### src/rtl/instr_encoder.sv
// instr_encoder: encodes decoder control bundles into RV32I words, buffered in a 4-entry FIFO.
// Optional error counter enabled by defining INSTR_ENCODER_ERRCNT_EN.
module instr_encoder (
    input  logic        clk,
    input  logic        rst,
    input  logic        in_valid,
    output logic        in_ready,
    input  logic [4:0]  ctrl,
    input  logic [2:0]  F,
    input  logic [4:0]  rd,
    input  logic [4:0]  rs1,
    input  logic [4:0]  rs2,
    input  logic [11:0] imm,
    output logic [31:0] instr,
    output logic        out_valid,
    input  logic        out_ready,
    output logic        err,
    input  logic        err_clr,
    output logic [7:0]  err_cnt
);
    logic        r_t, i_t, s_t, j_t, legal, push, pop, bad;
    logic [31:0] word;
    logic [31:0] mem [4];
    logic [1:0]  wp, rp;
    logic [2:0]  count;

    always_comb begin
        r_t   = (ctrl == 5'b00100 && F == 3'b000) ||
                (ctrl == 5'b00110 && (F == 3'b010 || F == 3'b111 || F == 3'b101));
        i_t   = ctrl == 5'b01100 && (F == 3'b000 || F == 3'b010 || F == 3'b111);
        s_t   = ctrl == 5'b11000 && F == 3'b010;
        j_t   = ctrl == 5'b01101 && F == 3'b000;
        legal = r_t || i_t || s_t || j_t;
        word  = r_t ? {7'b0, rs2, rs1, F, rd, 7'b0110011} :
                i_t ? {imm, rs1, F, rd, 7'b0010011} :
                s_t ? {imm[11:5], rs2, rs1, F, imm[4:0], 7'b0100011} :
                j_t ? {imm, rs1, F, rd, 7'b1100111} : 32'h0;
    end

    assign in_ready  = count != 3'd4;
    assign out_valid = count != 3'd0;
    assign instr     = out_valid ? mem[rp] : 32'h0;
    assign push      = in_valid && in_ready && legal;
    assign bad       = in_valid && in_ready && !legal;
    assign pop       = out_valid && out_ready;

    always_ff @(posedge clk)
        if (push) mem[wp] <= word;

    always_ff @(posedge clk or posedge rst)
        if (rst) begin
            wp    <= '0;
            rp    <= '0;
            count <= '0;
        end else begin
            if (push) wp <= wp + 2'd1;
            if (pop) rp <= rp + 2'd1;
            count <= count + {2'b0, push} - {2'b0, pop};
        end

    always_ff @(posedge clk or posedge rst)
        if (rst) err <= 1'b0;
        else if (err_clr) err <= 1'b0;
        else if (bad) err <= 1'b1;

`ifdef INSTR_ENCODER_ERRCNT_EN
    logic [7:0] cnt;
    always_ff @(posedge clk or posedge rst)
        if (rst) cnt <= '0;
        else if (err_clr) cnt <= '0;
        else if (bad && cnt != 8'hff) cnt <= cnt + 8'd1;
    assign err_cnt = cnt;
`else
    assign err_cnt = 8'h0;
`endif
endmodule
### config.mk
export PLATFORM = sky130hd
export DESIGN_NAME = instr_encoder
export DESIGN_NICKNAME = d
export VERILOG_FILES = /design/src/rtl/instr_encoder.sv
export SDC_FILE = /design/constraint.sdc
export NUM_CORES = 1
export LEC_CHECK = 0
export CORE_UTILIZATION = 55
export CTS_CLUSTER_DIAMETER = 40
export DETAILED_ROUTE_END_ITERATION = 6
export PLACE_DENSITY = 0.87
export SKIP_CTS_REPAIR_TIMING = 1
export SYNTH_ARGS = -nofsm -noshare
export SYNTH_HDL_FRONTEND = slang
export SYNTH_SLANG_ARGS = --single-unit
### constraint.sdc
create_clock -name clk -period 6.5 [get_ports clk]
set_clock_uncertainty 0.15 [all_clocks]
set_input_delay 1.95 -clock clk [delete_from_list [all_inputs] [get_ports clk]]
set_output_delay 1.95 -clock clk [all_outputs]
set_load 0.02 [all_outputs]
==> results of run 1 <==
[registers in the layout, summed over array words and instances, names as in the netlist]
| register | flops |
|---|---|
| count | 3 |
| mem | 116 |
| wp | 2 |
| rp | 2 |
| err | 1 |
[final cells by class]
class	count	area share
flip-flops and latches	124	0.551
repair buffers	78	0.115
clock buffers	18	0.0625
inverters	10	0.00562
well taps	129	0.0242
clock inverters	11	0.0157
multi-input cells	143	0.225
[stage by stage]
| stage | area [um2] | cells |
|---|---|---|
| after CTS | 6680 | 513 |
| after detailed placement | 6160 | 484 |
| after floorplan | 5360 | 299 |
| after global placement | 6160 | 484 |
| after global routing | 6680 | 513 |
| final | 6680 | 513 |
[worst reg2reg max path: stages, from the launching register on]
cell and delay, ns:
dfrtp_1 0.39, or3_1 0.79, and2_1 0.41, ha_1 0.31, inv_1 0.05, ha_1 0.18, fa_1 0.37, xnor2_1 0.17
xnor2_1 0.14
[logic make-up after synthesis]
kind of cell / share of synthesized area
flip-flops: 0.691
AND/OR/NAND/NOR: 0.0892
buffers and inverters: 0.0324
multiplexers: 0.125
AO/OA/AOI/OAI: 0.0340
adder cells (fa/ha/maj): 0.0178
XOR/XNOR: 0.00985
other: 0.000703
[layout by cell type, fill, tap and decap left out, types with 5 or more instances in the layout]
| cell type | n |
|---|---|
| clkbuf_16 | 16 |
| conb_1 | 9 |
| and2_1 | 49 |
| ha_1 | 6 |
| edfxtp_1 | 116 |
| dfrtp_1 | 7 |
| xnor2_1 | 5 |
| a22o_1 | 10 |
| buf_4 | 5 |
| nand2_1 | 7 |
| clkdlybuf4s50_1 | 73 |
| mux4_2 | 29 |
| inv_1 | 10 |
[path summary, 6_finish.rpt]
path	startpoint	end	cells after the start
hold reg to reg	err$_DFFE_PP0P_	err$_DFFE_PP0P_	2
min in group asynchronous	rst	err$_DFFE_PP0P_	2
hold / removal	err$_DFFE_PP0P_	err$_DFFE_PP0P_	2
max in group asynchronous	rst	rp[0]$_DFFE_PP0P_	2
setup reg to reg	count[1]$_DFF_PP0_	count[2]$_DFF_PP0_	8
setup / recovery	rp[0]$_DFFE_PP0P_	instr[6]	3
[per-layer routing]
metal  vias to the layer above  GRT usage  share of wire
met5                         -          0              0
met4                         0      0.114          0.024
met3                        19     0.0638          0.062
met2                       128      0.380           0.52
met1                      1429      0.292           0.40
li1                       1281          -              -
[where the power goes]
| group | internal, mW | switching [mW] |
|---|---|---|
| sequential | 0.894 | 0.0841 |
| combinational | 0.487 | 0.397 |
| clock | 0.529 | 0.306 |
| total | 1.91 | 0.787 |
==> flow_metrics.py, run 1 <==
metrics = {
    "detailed_routing": {
        "num_vias": 2857,
        "finalWirelength_um": 10900,
        "first_pass_iters": 5,
        "ant_nets": 0,
        "viasPerCell": 5.57,
        "drt_iter0_markers": 267,
        "drcViolationCount": 0,
        "wl_per_cell_um": 21.2,
    },
    "global_routing": {
        "track_usage": 0.233,
        "grt_pass1_vias": 2924,
        "grt_antenna_before_repair": 0,
        "grt_pass1_wl_um": 16400,
        "grt_max_degree": 32,
        "grt_overflow": 0,
    },
    "worst_setup_path": {
        "cp_max_fo": 31,
        "critPathMaxStageDelay_ns": 1.03,
        "crit_slowest_cell": "dfrtp_2",
        "r2r_slack_ns": 3.46,
        "cp.buffers_inverters": 1,
        "path_cells": "mux4_2 > and2_1 > clkdlybuf4s50_1",
        "cp-end-kind": "output port",
        "arrival_ns": 3.00,
        "required_ns": 4.40,
        "critPathTopFamily": "flip-flops",
        "critPathLaunchType": "flip-flop",
        "path_class": "flip-flop to output port",
    },
    "synth": {
        "synth_edf_count": 116,
        "synth_top_area_share": 0.653,
        "synth_area_leader_cell": "edfxtp_1",
        "synth_cell_types": 40,
        "synth_top_flop_cell": "edfxtp_1",
        "ys_top_cells_by_area": "edfxtp_1 (65%), mux4_2 (12%), and2_1 (5.7%), dfrtp_1 (3.8%), a22o_1 (1.6%)",
        "synthArstFlopShare": 0.0645,
        "yosysSeqAreaShare": 0.691,
        "synthesis.area_um2": 5330,
        "avgSynthCellArea_um2": 18.3,
        "ys_top_cells_by_count": "edfxtp_1 (116), and2_1 (49), mux4_2 (29)",
        "ys_ff_latch": 124,
        "postSynthCellCount": 291,
        "yosysWarnings": 0,
        "synth.most_common_cell": "edfxtp_1",
    },
    "clocking": {
        "cts.sinks": 124,
        "cts_tree": "done",
        "insertion_delay_ns": 0.51,
        "cts_root_buffer": "clkbuf_8",
        "path_clk_slew_ns": 0.05,
        "numCtsBuffers": 17,
        "cts.path.max_buffers": 2,
        "h-tree-depth": 4,
    },
    "min_path": {
        "hp-class": "flip-flop to flip-flop",
    },
    "placed_design": {
        "place_congestion": 0.778,
        "io_buffers": 73,
        "dp_slack_ns": 1.85,
        "dp_hpwl_um": 6280,
    },
    "floorplanning": {
        "io_pins": 83,
        "die_y_um": 100,
        "initial_core_util": 0.572,
        "die_area_um2": 10100,
        "num_rows": 35,
        "die_w_um": 100,
        "core_um2": 9330,
    },
    "run": {
        "drv_cap": 0,
    },
    "timing": {
        "fmax_mhz": 196,
        "timing.final.hold_violations": 0,
        "fin_ws_ns": 1.40,
        "fin_setup_tns_ns": 0,
        "drv_slew": 0,
        "hold-worst-slack_ns": 0.349,
        "slew_headroom": 0.326,
        "finalSetupViolCount": 0,
        "tightest_slew_ns": 1.01,
        "rsz0062_at_grt": "no",
        "fin_crit_ns": 5.10,
        "finalCritPeriodShare": 0.785,
    },
    "finish": {
        "multi_input_area_um2": 1510,
        "drive_above_1_share": 0.185,
        "n_antenna_cell": 0,
        "fillerInstances": 540,
        "fin_nets": 421,
        "final_util": 0.716,
        "regArea_um2": 3680,
        "area_growth_syn_to_layout_pct": 25.3,
    },
    "outcome": {
        "status": "complete, no violations",
    },
    "power_and_ir_drop": {
        "powerDensity_nw_per_um2": 404,
        "finalPower_mw": 2.70,
        "power.leakage_nw": 2.38,
        "vdd_ir_drop_max_v": 0.000207,
    },
}
Power figures use the tool's default switching activity.
==> run 2: changes to the inputs <==
CORE_UTILIZATION = 54   (was 55)
PLACE_DENSITY = 0.86   (was 0.87)
clock period = 5.34 ns   (was 6.5 ns; I/O delays follow)
==> run 2 against run 1 <==
Net effect: sequential share of layout area shrank 0.79 points; sequential power grew 20%; critical path depth is 1 higher; register-to-register slack worse by 1.1 ns; die area increased by 1.8%; count of clock-buffer cells in the layout is 1 higher; clock power rose by 38%; critical path type unchanged; highest routed layer unchanged.
==> flow_metrics.py, run 2 (synthesized netlist as in run 1, its figures left out) <==
metrics = {
    "outcome": {
        "status": "complete, no violations",
    },
    "worst_setup_path": {
        "cp-end-kind": "output port",
        "cp_max_fo": 21,
        "critPathLaunchType": "flip-flop",
        "path_cells": "buf_4 > mux4_2 > and2_1 > clkdlybuf4s50_1",
        "crit_slowest_cell": "dfrtp_1",
        "required_ns": 3.59,
        "critPathMaxStageDelay_ns": 1.00,
        "worst-path-stages": 4,
        "path_class": "flip-flop to output port",
        "critPathTopFamily": "flip-flops",
        "cp.buffers_inverters": 2,
        "reg2reg_depth": 8,
        "arrival_ns": 2.86,
    },
    "finish": {
        "area_growth_syn_to_layout_pct": 27.1,
        "largest_register": "mem",
        "drive_above_1_share": 0.206,
        "top_regs": "mem: 116 flops, count: 3 flops",
        "largest_reg_flops": 116,
        "n_antenna_cell": 0,
        "fin_nets": 423,
        "final_cell_mix": "edfxtp_1 (116), clkdlybuf4s50_1 (73), and2_1 (49)",
        "final_common_cell": "edfxtp_1",
    },
    "power_and_ir_drop": {
        "powerDensity_nw_per_um2": 503,
        "vdd_ir_drop_max_v": 0.000308,
        "power.leakage_nw": 2.43,
    },
    "clocking": {
        "h-tree-depth": 4,
        "insertion_delay_ns": 0.50,
        "cts.path.max_buffers": 2,
        "cts_tree": "done",
        "numCtsBuffers": 17,
        "cts.sinks": 124,
        "path_clk_slew_ns": 0.06,
        "cts_root_buffer": "clkbuf_8",
    },
    "timing": {
        "fin_crit_ns": 4.61,
        "timing.final.hold_violations": 0,
        "hold-worst-slack_ns": 0.356,
        "fmax_mhz": 217,
        "fin_ws_ns": 0.726,
        "slew_headroom": 0.327,
        "fin_setup_tns_ns": 0,
        "drv_slew": 0,
        "rsz0062_at_grt": "no",
        "tightest_slew_ns": 1.01,
        "finalCritPeriodShare": 0.864,
        "finalSetupViolCount": 0,
    },
    "global_routing": {
        "grt_overflow": 0,
        "grt_pass1_wl_um": 16000,
        "grt_pass1_vias": 2941,
        "grt_antenna_before_repair": 0,
        "track_usage": 0.224,
        "grt_max_degree": 32,
    },
    "detailed_routing": {
        "drcViolationCount": 0,
        "num_vias": 2843,
        "drt_iter0_markers": 120,
        "viasPerCell": 5.49,
        "wl_per_cell_um": 19.7,
        "finalWirelength_um": 10200,
        "ant_nets": 0,
        "first_pass_iters": 4,
    },
    "floorplanning": {
        "die_area_um2": 10300,
        "die_w_um": 101,
        "core_um2": 9420,
        "initial_core_util": 0.566,
        "die_y_um": 101,
        "num_rows": 35,
        "io_pins": 83,
    },
    "placed_design": {
        "io_buffers": 73,
        "dp_hpwl_um": 6420,
        "place_congestion": 0.816,
        "dp_slack_ns": 1.01,
    },
    "min_path": {
        "holdPathStages": 2,
        "hp-class": "flip-flop to flip-flop",
    },
    "run": {
        "drv_cap": 0,
    },
}
==> run 2: worst min-delay path: stages, from the launching register on <==
cell and delay (ns):
dfrtp_1 0.35, nand2b_1 0.06, o31ai_1 0.07
==> run 2: area by class of cell <==
type	instances	area [um2]
timing repair buffer	80	783
sequential	124	3680
multi-input combinational	143	1510
clock buffer	19	432
fill	574	2640
inverter	10	37.5
clock inverter	13	174
tap	129	161
==> run 2: stage by stage <==
| step | cell area [um2] | cells | util | power (mW) |
|---|---|---|---|---|
| after floorplan | 5360 | 299 | - | 1.86 |
| after global placement | 6170 | 486 | 0.656 | 2.28 |
| after detailed placement | 6170 | 486 | 0.656 | 2.29 |
| after CTS | 6780 | 518 | 0.720 | 3.44 |
| after global routing | 6780 | 518 | 0.720 | 3.56 |
| final | 6780 | 518 | 0.720 | 3.41 |
==> run 2: worst paths after layout <==
check | from | end | slack (ns)
min in group asynchronous | rst | rp[1]$_DFFE_PP0P_ | 1.22
max in group asynchronous | rst | rp[0]$_DFFE_PP0P_ | 3.53
worst max-delay path | rp[1]$_DFFE_PP0P_ | instr[17] | 0.73
worst max register to register | count[1]$_DFF_PP0_ | count[2]$_DFF_PP0_ | 2.40
worst min-delay path | err$_DFFE_PP0P_ | err$_DFFE_PP0P_ | 0.36
worst min register to register | err$_DFFE_PP0P_ | err$_DFFE_PP0P_ | 0.36
==> run 2: layer usage <==
| metal | GRT usage | wire, um |
|---|---|---|
| met3 | 0.0649 | 616 |
| met1 | 0.291 | 4150 |
| met5 | 0 | 0 |
| met2 | 0.367 | 5390 |
| met4 | 0.0725 | 36 |
==> run 2: where the power goes <==
group | total [mW] | switching [mW] | internal [mW] | leakage (nW)
registers | 1.17 | 0.0846 | 1.09 | 1.20
clock network | 1.15 | 0.387 | 0.765 | 0.297
logic | 1.09 | 0.483 | 0.605 | 0.939
